<file path="src/rtl/result_uploader.sv">
// rtl/result_uploader.sv - uploads matrix-multiply result elements and the final tick count
//
// Purpose: serves result elements from a synchronous-read result RAM over a
// valid/ready stream. It is driven by a four-phase handshake with the collector.
// After the collector reports completion it sends one tick-count word.
//
// Ports:
//   clk, reset_n          clock and synchronous active-low reset
//   start_mm              clears and starts the tick counter and element count
//   elem_rdy, r, c, a3    element request and its row, column and column count
//   mm_done               collector finished; triggers the tick-count word
//   ack_elem, ack_ticks   idle-high four-phase acknowledges
//   rd_en, rd_addr        result RAM read request (data returns one cycle later)
//   rd_data               result RAM read data
//   out_valid/data/tag    upload stream (tag 0 = element, tag 1 = tick count)
//   out_ready             downstream accept
//   elem_cnt              elements uploaded since the last start_mm
module result_uploader #(
  parameter int DW = 32
) (
  input  logic          clk,
  input  logic          reset_n,
  input  logic          start_mm,
  input  logic          elem_rdy,
  input  logic          mm_done,
  input  logic [4:0]    r,
  input  logic [4:0]    c,
  input  logic [4:0]    a3,
  output logic          ack_elem,
  output logic          ack_ticks,
  output logic          rd_en,
  output logic [9:0]    rd_addr,
  input  logic [DW-1:0] rd_data,
  output logic          out_valid,
  output logic [DW-1:0] out_data,
  output logic          out_tag,
  input  logic          out_ready,
  output logic [9:0]    elem_cnt
);

  typedef enum logic [2:0] {
    IDLE   = 3'd0,
    E_RD   = 3'd1,
    E_WAIT = 3'd2,
    E_SEND = 3'd3,
    E_ACK  = 3'd4,
    T_LOAD = 3'd5,
    T_SEND = 3'd6,
    T_ACK  = 3'd7
  } state_t;

  state_t      state;
  logic [31:0] tick_cnt;
  logic        running;
  logic [9:0]  addr_calc;

  // The operands are widened to 10 bits before the multiply. This keeps the full
  // product. The largest address is 31*31+30 = 991, so the sum always fits.
  assign addr_calc = ({5'd0, r} * {5'd0, a3}) + {5'd0, c};

  // The tick counter runs from start_mm until the edge where mm_done is first
  // seen. That edge still counts.
  always_ff @(posedge clk) begin
    if (!reset_n) begin
      tick_cnt <= 32'd0;
      running  <= 1'b0;
    end else if (start_mm) begin
      tick_cnt <= 32'd0;
      running  <= 1'b1;
    end else if (running) begin
      if (tick_cnt != 32'hFFFF_FFFF)
        tick_cnt <= tick_cnt + 32'd1;
      if (mm_done)
        running <= 1'b0;
    end
  end

  always_ff @(posedge clk) begin
    if (!reset_n) begin
      state     <= IDLE;
      ack_elem  <= 1'b1;
      ack_ticks <= 1'b1;
      rd_en     <= 1'b0;
      rd_addr   <= 10'd0;
      out_valid <= 1'b0;
      out_data  <= '0;
      out_tag   <= 1'b0;
      elem_cnt  <= 10'd0;
    end else begin
      case (state)
        IDLE: begin
          if (elem_rdy) begin
            ack_elem <= 1'b0;
            rd_en    <= 1'b1;
            rd_addr  <= addr_calc;
            state    <= E_RD;
          end else if (mm_done) begin
            ack_ticks <= 1'b0;
            state     <= T_LOAD;
          end
        end
        E_RD: begin
          rd_en <= 1'b0;
          state <= E_WAIT;
        end
        E_WAIT: begin
          out_data  <= rd_data;
          out_tag   <= 1'b0;
          out_valid <= 1'b1;
          state     <= E_SEND;
        end
        E_SEND: begin
          if (out_ready) begin
            out_valid <= 1'b0;
            ack_elem  <= 1'b1;
            elem_cnt  <= elem_cnt + 10'd1;
            state     <= E_ACK;
          end
        end
        E_ACK: begin
          if (!elem_rdy)
            state <= IDLE;
        end
        T_LOAD: begin
          out_data  <= DW'(tick_cnt);
          out_tag   <= 1'b1;
          out_valid <= 1'b1;
          state     <= T_SEND;
        end
        T_SEND: begin
          if (out_ready) begin
            out_valid <= 1'b0;
            ack_ticks <= 1'b1;
            state     <= T_ACK;
          end
        end
        T_ACK: begin
          if (!mm_done)
            state <= IDLE;
        end
        default: state <= IDLE;
      endcase
      // A restart clears the count even on the same edge as an upload handshake.
      if (start_mm)
        elem_cnt <= 10'd0;
    end
  end

endmodule

</file>
<file path="config.mk">
export PLATFORM = sky130hd
export DESIGN_NAME = result_uploader
export DESIGN_NICKNAME = d
export VERILOG_FILES = /design/src/rtl/result_uploader.sv
export SDC_FILE = /design/constraint.sdc
export NUM_CORES = 1
export LEC_CHECK = 0
export BUFFER_PORTS_ARGS = -buffer_cell sky130_fd_sc_hd__buf_2
export CORE_MARGIN = 2
export CORE_UTILIZATION = 50
export CTS_CLUSTER_DIAMETER = 100
export CTS_CLUSTER_SIZE = 16
export DETAILED_ROUTE_END_ITERATION = 8
export GPL_TIMING_DRIVEN = 1
export PLACE_DENSITY = 0.84
export SYNTH_ARGS = -nofsm -noshare
export SYNTH_HDL_FRONTEND = slang
export SYNTH_SLANG_ARGS = --single-unit
</file>
<file path="constraint.sdc">
create_clock -name clk -period 3.1 [get_ports clk]
set_clock_uncertainty 0.15 [all_clocks]
set_input_delay 0.155 -clock clk [delete_from_list [all_inputs] [get_ports clk]]
set_output_delay 0.155 -clock clk [all_outputs]
set_load 0.005 [all_outputs]
</file>
==> impl.org <==
** STA
- The final-report hold violation count came to 0.
- Final Max Slew Viols :: 0
- Summed over all failing endpoints, the final setup total negative slack is 0 ns.
- Achievable frequency :: 337 MHz
- Final period utilization :: 0.956
- Setup violations remaining at the end of the flow were counted as 0.
- Setup repair after global routing could not meet its margin everywhere.
- For the pin with the worst max-slew slack, the measured transition is 0.839 ns.
- Relative slew slack :: 0.439
- Final hold analysis gives a worst-case slack of 0.00971 ns.
- Shortest period the worst path allows :: 2.96 ns

** Layout
- In the final layout, the multi-input gates occupy 2980 um^2.
- Fillers :: 824
- Ratio of cells with drive above 1 in the final layout :: 0.216
- Layout Area Growth over Synthesis :: 24.3%
- The number of antenna diodes in the final layout is 0.
- Final Core Density :: 0.643
- Post-layout net count :: 801
- Register area :: 1860 um^2
- The finished layout holds 852 standard cells, fillers aside.

** Global routing
- GRT Resource Usage Total :: 0.223
- Remaining Overflow, GRT :: 0
- Wire length of the first global-routing pass :: 20.3 mm
- Via count of the first global-routing pass :: 4560
- Pin count of the biggest net entering global routing :: 49
- Antenna violations before repair :: 0

** Power and ir drop
- Switching Power :: 1.27 mW
- Of the total power, registers draw 0.406.
- Power Density :: 611 nW/um^2
- Internal portion of total power :: 2.58 mW
- Share of total power consumed by net switching :: 0.330
- The share of total power dissipated in combinational logic is 0.338.
- Overall Power :: 3.86 mW
- Across the VDD grid, the largest voltage drop is 0.276 mV.
- Share of total power in the clock network :: 0.255
- Lkg Pwr :: 2.71 nW

** Placed design
- Buffers placed on the I/O ports in this run total 109.
- Cell count after placement :: 810
- Post-DP HPWL :: 8.44 mm
- RD Place Congestion :: 0.875

** Synthesis
- #FFs+latches synth :: 93
- Area share of xor/xnor cells in the synthesized design :: 0.0241
- In the synthesized netlist the async set-or-reset flop fraction comes to 0.
- Yosys warnings :: 0
- Sequential element share of the synthesized area :: 0.367
- Area fraction in compound gates after synthesis :: 0.176
- Of the total synthesized cell area, the portion taken by AND, OR, NAND and NOR gates is 0.209.
- Number of nets produced by synthesis :: 669
- Number of enable flip-flop cells after synthesis :: 0
- Post-synth cell types :: 55
- In the synthesized netlist the dominant register cell turns out to be sky130_fd_sc_hd__dfxtp_1.
- Share of Yosys cell area claimed by the top area cell type :: 0.367
- Biggest area consumer among synthesized cells :: sky130_fd_sc_hd__dfxtp_1
- Ranking of synthesized cells by area :: sky130_fd_sc_hd__dfxtp_1, sky130_fd_sc_hd__mux2i_1, sky130_fd_sc_hd__fa_1
- Dominant combinational cell family by area after synthesis :: simple AND/OR/NAND/NOR gates
- Area of the mapped netlist :: 5080 um^2
- After synthesis, the share of cell area in mux cells is 0.0670.
- A synthesized cell averages 8.72 um^2.
- Of the total synthesized cell area, the portion taken by full adders, half adders and majority gates is 0.104.
- Mapped Cells :: 582

** Routing
- Vias per std cell :: 5.56
- 1st-pass router iterations :: 5
- Count of antenna-violating nets left after detailed routing :: 0
- Routed wire length :: 11.9 mm
- After detailed routing, the average wire length per cell comes to 14.0 um.
- Drc violations :: 0
- After the first detailed-routing iteration, the DRC count stood at 253.
- The final route contains 4736 vias.

** Clock tree
- Maximum count of clock buffers along a single path :: 2
- Buffers inserted during clock tree synthesis total 9.
- The root buffer cell chosen for the clock tree is sky130_fd_sc_hd__clkbuf_8.
- Count of clock tree sinks :: 93
- At the later pin of the worst-skew pair, clock insertion delay measures 0.37 ns.
- Clock tree from TritonCTS :: built
- Post-CTS Setup Repair Bufs :: 0
- The H-tree was split into 3 levels.
- Clock-pin slew on the worst setup and hold paths :: 0.10 ns

** Worst hold path
- Hold-critical path depth :: 3
- Type of the tightest min-delay check :: input pin to flop

** Worst setup path
- CP Capture Type :: flop
- Worst Path Required :: 3.18 ns
- Slack of the worst reg-to-reg path :: 0.69 ns
- Startpoint type of the worst setup path :: input pin
- The worst setup path is of the input pin to flop kind.
- In this run the worst path has a maximum fanout of 4.
- Counting cells, the worst reg-to-reg path comes to 6.
- Data arrives at the worst endpoint at 3.04 ns.

** Status
- The run finished with clean final reports.

** Floorplan
- For this configuration, the core starts out at a cell density of 0.517.
- Die boundary height :: 105 um
- Placeable core region :: 9820 um^2
- The die covers 11000 um^2.
- Pin placement for this block handled 110 I/O pins.
- Floorplan die width :: 105 um
- The floorplan has 36 rows.

** Flow run
- The tool flagged a number of max-cap violations equal to 0.
## worst max-delay path, stage by stage
cell and delay [ns]:
sky130_fd_sc_hd__buf_2 0.11, sky130_fd_sc_hd__and2_1 0.17, sky130_fd_sc_hd__fa_1 0.54, sky130_fd_sc_hd__inv_1 0.05, sky130_fd_sc_hd__fa_1 0.46, sky130_fd_sc_hd__fa_1 0.54
sky130_fd_sc_hd__inv_1 0.06, sky130_fd_sc_hd__ha_4 0.25, sky130_fd_sc_hd__nand3_1 0.12, sky130_fd_sc_hd__o211ai_1 0.11, sky130_fd_sc_hd__or3_1 0.31, sky130_fd_sc_hd__nand3_1 0.09
sky130_fd_sc_hd__a21oi_1 0.07
## power groups by stage
stage	combinational (mW)	clock, mW	sequential [mW]
finish	1.31	0.985	1.57
global route	1.46	1.05	1.59
CTS	1.31	1.00	1.56
detailed placement	1.27	0	1.59
global placement	1.23	0	1.58
floorplan	0.859	0	1.56
## routing by layer
layer  GRT usage  wire, um
met3      0.0393       570
met5           0         0
met2       0.417      6080
met4      0.0752       235
met1       0.253      5030
## Yosys cell counts, types with 5 or more instances
| cell | number |
|---|---|
| sky130_fd_sc_hd__a31oi_1 | 5 |
| sky130_fd_sc_hd__mux2i_1 | 34 |
| sky130_fd_sc_hd__fa_1 | 14 |
| sky130_fd_sc_hd__inv_1 | 31 |
| sky130_fd_sc_hd__a211oi_1 | 35 |
| sky130_fd_sc_hd__a21oi_1 | 38 |
| sky130_fd_sc_hd__ha_1 | 20 |
| sky130_fd_sc_hd__nor2_1 | 55 |
| sky130_fd_sc_hd__and2_1 | 14 |
| sky130_fd_sc_hd__o211ai_1 | 8 |
| sky130_fd_sc_hd__o31ai_1 | 5 |
| sky130_fd_sc_hd__and4_1 | 6 |
| sky130_fd_sc_hd__clkbuf_1 | 17 |
| sky130_fd_sc_hd__buf_2 | 7 |
| sky130_fd_sc_hd__xnor2_1 | 5 |
| sky130_fd_sc_hd__nor3_1 | 5 |
| sky130_fd_sc_hd__or4_1 | 7 |
| sky130_fd_sc_hd__xor2_1 | 9 |
| sky130_fd_sc_hd__o21ai_0 | 18 |
| sky130_fd_sc_hd__nand2_1 | 56 |
| sky130_fd_sc_hd__or3_1 | 17 |
| sky130_fd_sc_hd__and3_1 | 6 |
| sky130_fd_sc_hd__dfxtp_1 | 93 |
| sky130_fd_sc_hd__nand3_1 | 17 |
| sky130_fd_sc_hd__nand4_1 | 12 |
| sky130_fd_sc_hd__buf_1 | 5 |
## state kept, by name (all words and copies together), names as in the netlist, 3 cells and up
register,cells
elem_cnt,10
out_data,32
rd_addr,10
state,3
tick_cnt,32
## path summary, 6_finish.rpt
path / endpoint / from
min reg2reg: rd_addr[5] / rd_addr[5]
max: rd_addr[7] / a3[4]
max reg2reg: tick_cnt[29] / tick_cnt[0]
min: out_data[16] / rd_data[16]
## stage by stage
step,instance area (um^2),setup slack (ns)
detailed placement,5800,-0.271
CTS,6300,0.135
finish,6310,0.137
global route,6310,-0.0339
floorplan,5090,0.0239
global placement,5800,-0.160
## layout by cell type (no fill, tap or decap), types with 8 or more instances in the layout
cell type	instances
sky130_fd_sc_hd__or3_1	17
sky130_fd_sc_hd__o211ai_1	8
sky130_fd_sc_hd__buf_4	18
sky130_fd_sc_hd__dlygate4sd3_1	26
sky130_fd_sc_hd__ha_1	19
sky130_fd_sc_hd__inv_1	31
sky130_fd_sc_hd__dfxtp_1	93
sky130_fd_sc_hd__nand2_1	56
sky130_fd_sc_hd__o21ai_0	18
sky130_fd_sc_hd__and2_1	14
sky130_fd_sc_hd__nand3_1	16
sky130_fd_sc_hd__nor2_1	54
sky130_fd_sc_hd__buf_2	109
sky130_fd_sc_hd__mux2i_1	34
sky130_fd_sc_hd__clkbuf_8	9
sky130_fd_sc_hd__a21oi_1	38
sky130_fd_sc_hd__fa_1	14
sky130_fd_sc_hd__xor2_1	9
sky130_fd_sc_hd__nand4_1	12
sky130_fd_sc_hd__a211oi_1	35
## cells by family (layout without fill, tap and decap cells)
logic type,after synthesis,count (layout)
buf+inv,63,200
compound gates,133,133
mux,34,34
xor+xnor,14,14
flops,93,93
simple gates,211,211
fa+ha+maj,34,34
## final cells by class
| cell class | count | area share |
|---|---|---|
| clock buffers | 10 | 0.0202 |
| clock inverters | 6 | 0.0184 |
| inverters | 31 | 0.0184 |
| multi-input cells | 426 | 0.472 |
| flip-flops and latches | 93 | 0.295 |
| well taps | 133 | 0.0264 |
| repair buffers | 153 | 0.149 |
## timing repair
item,CTS,global route
endpoints found under the setup margin,0,2
gates resized for setup,0,1
hold buffers,26,0
hold endpoints to repair,26,0
No activity file was read; power rests on OpenSTA's default activity.
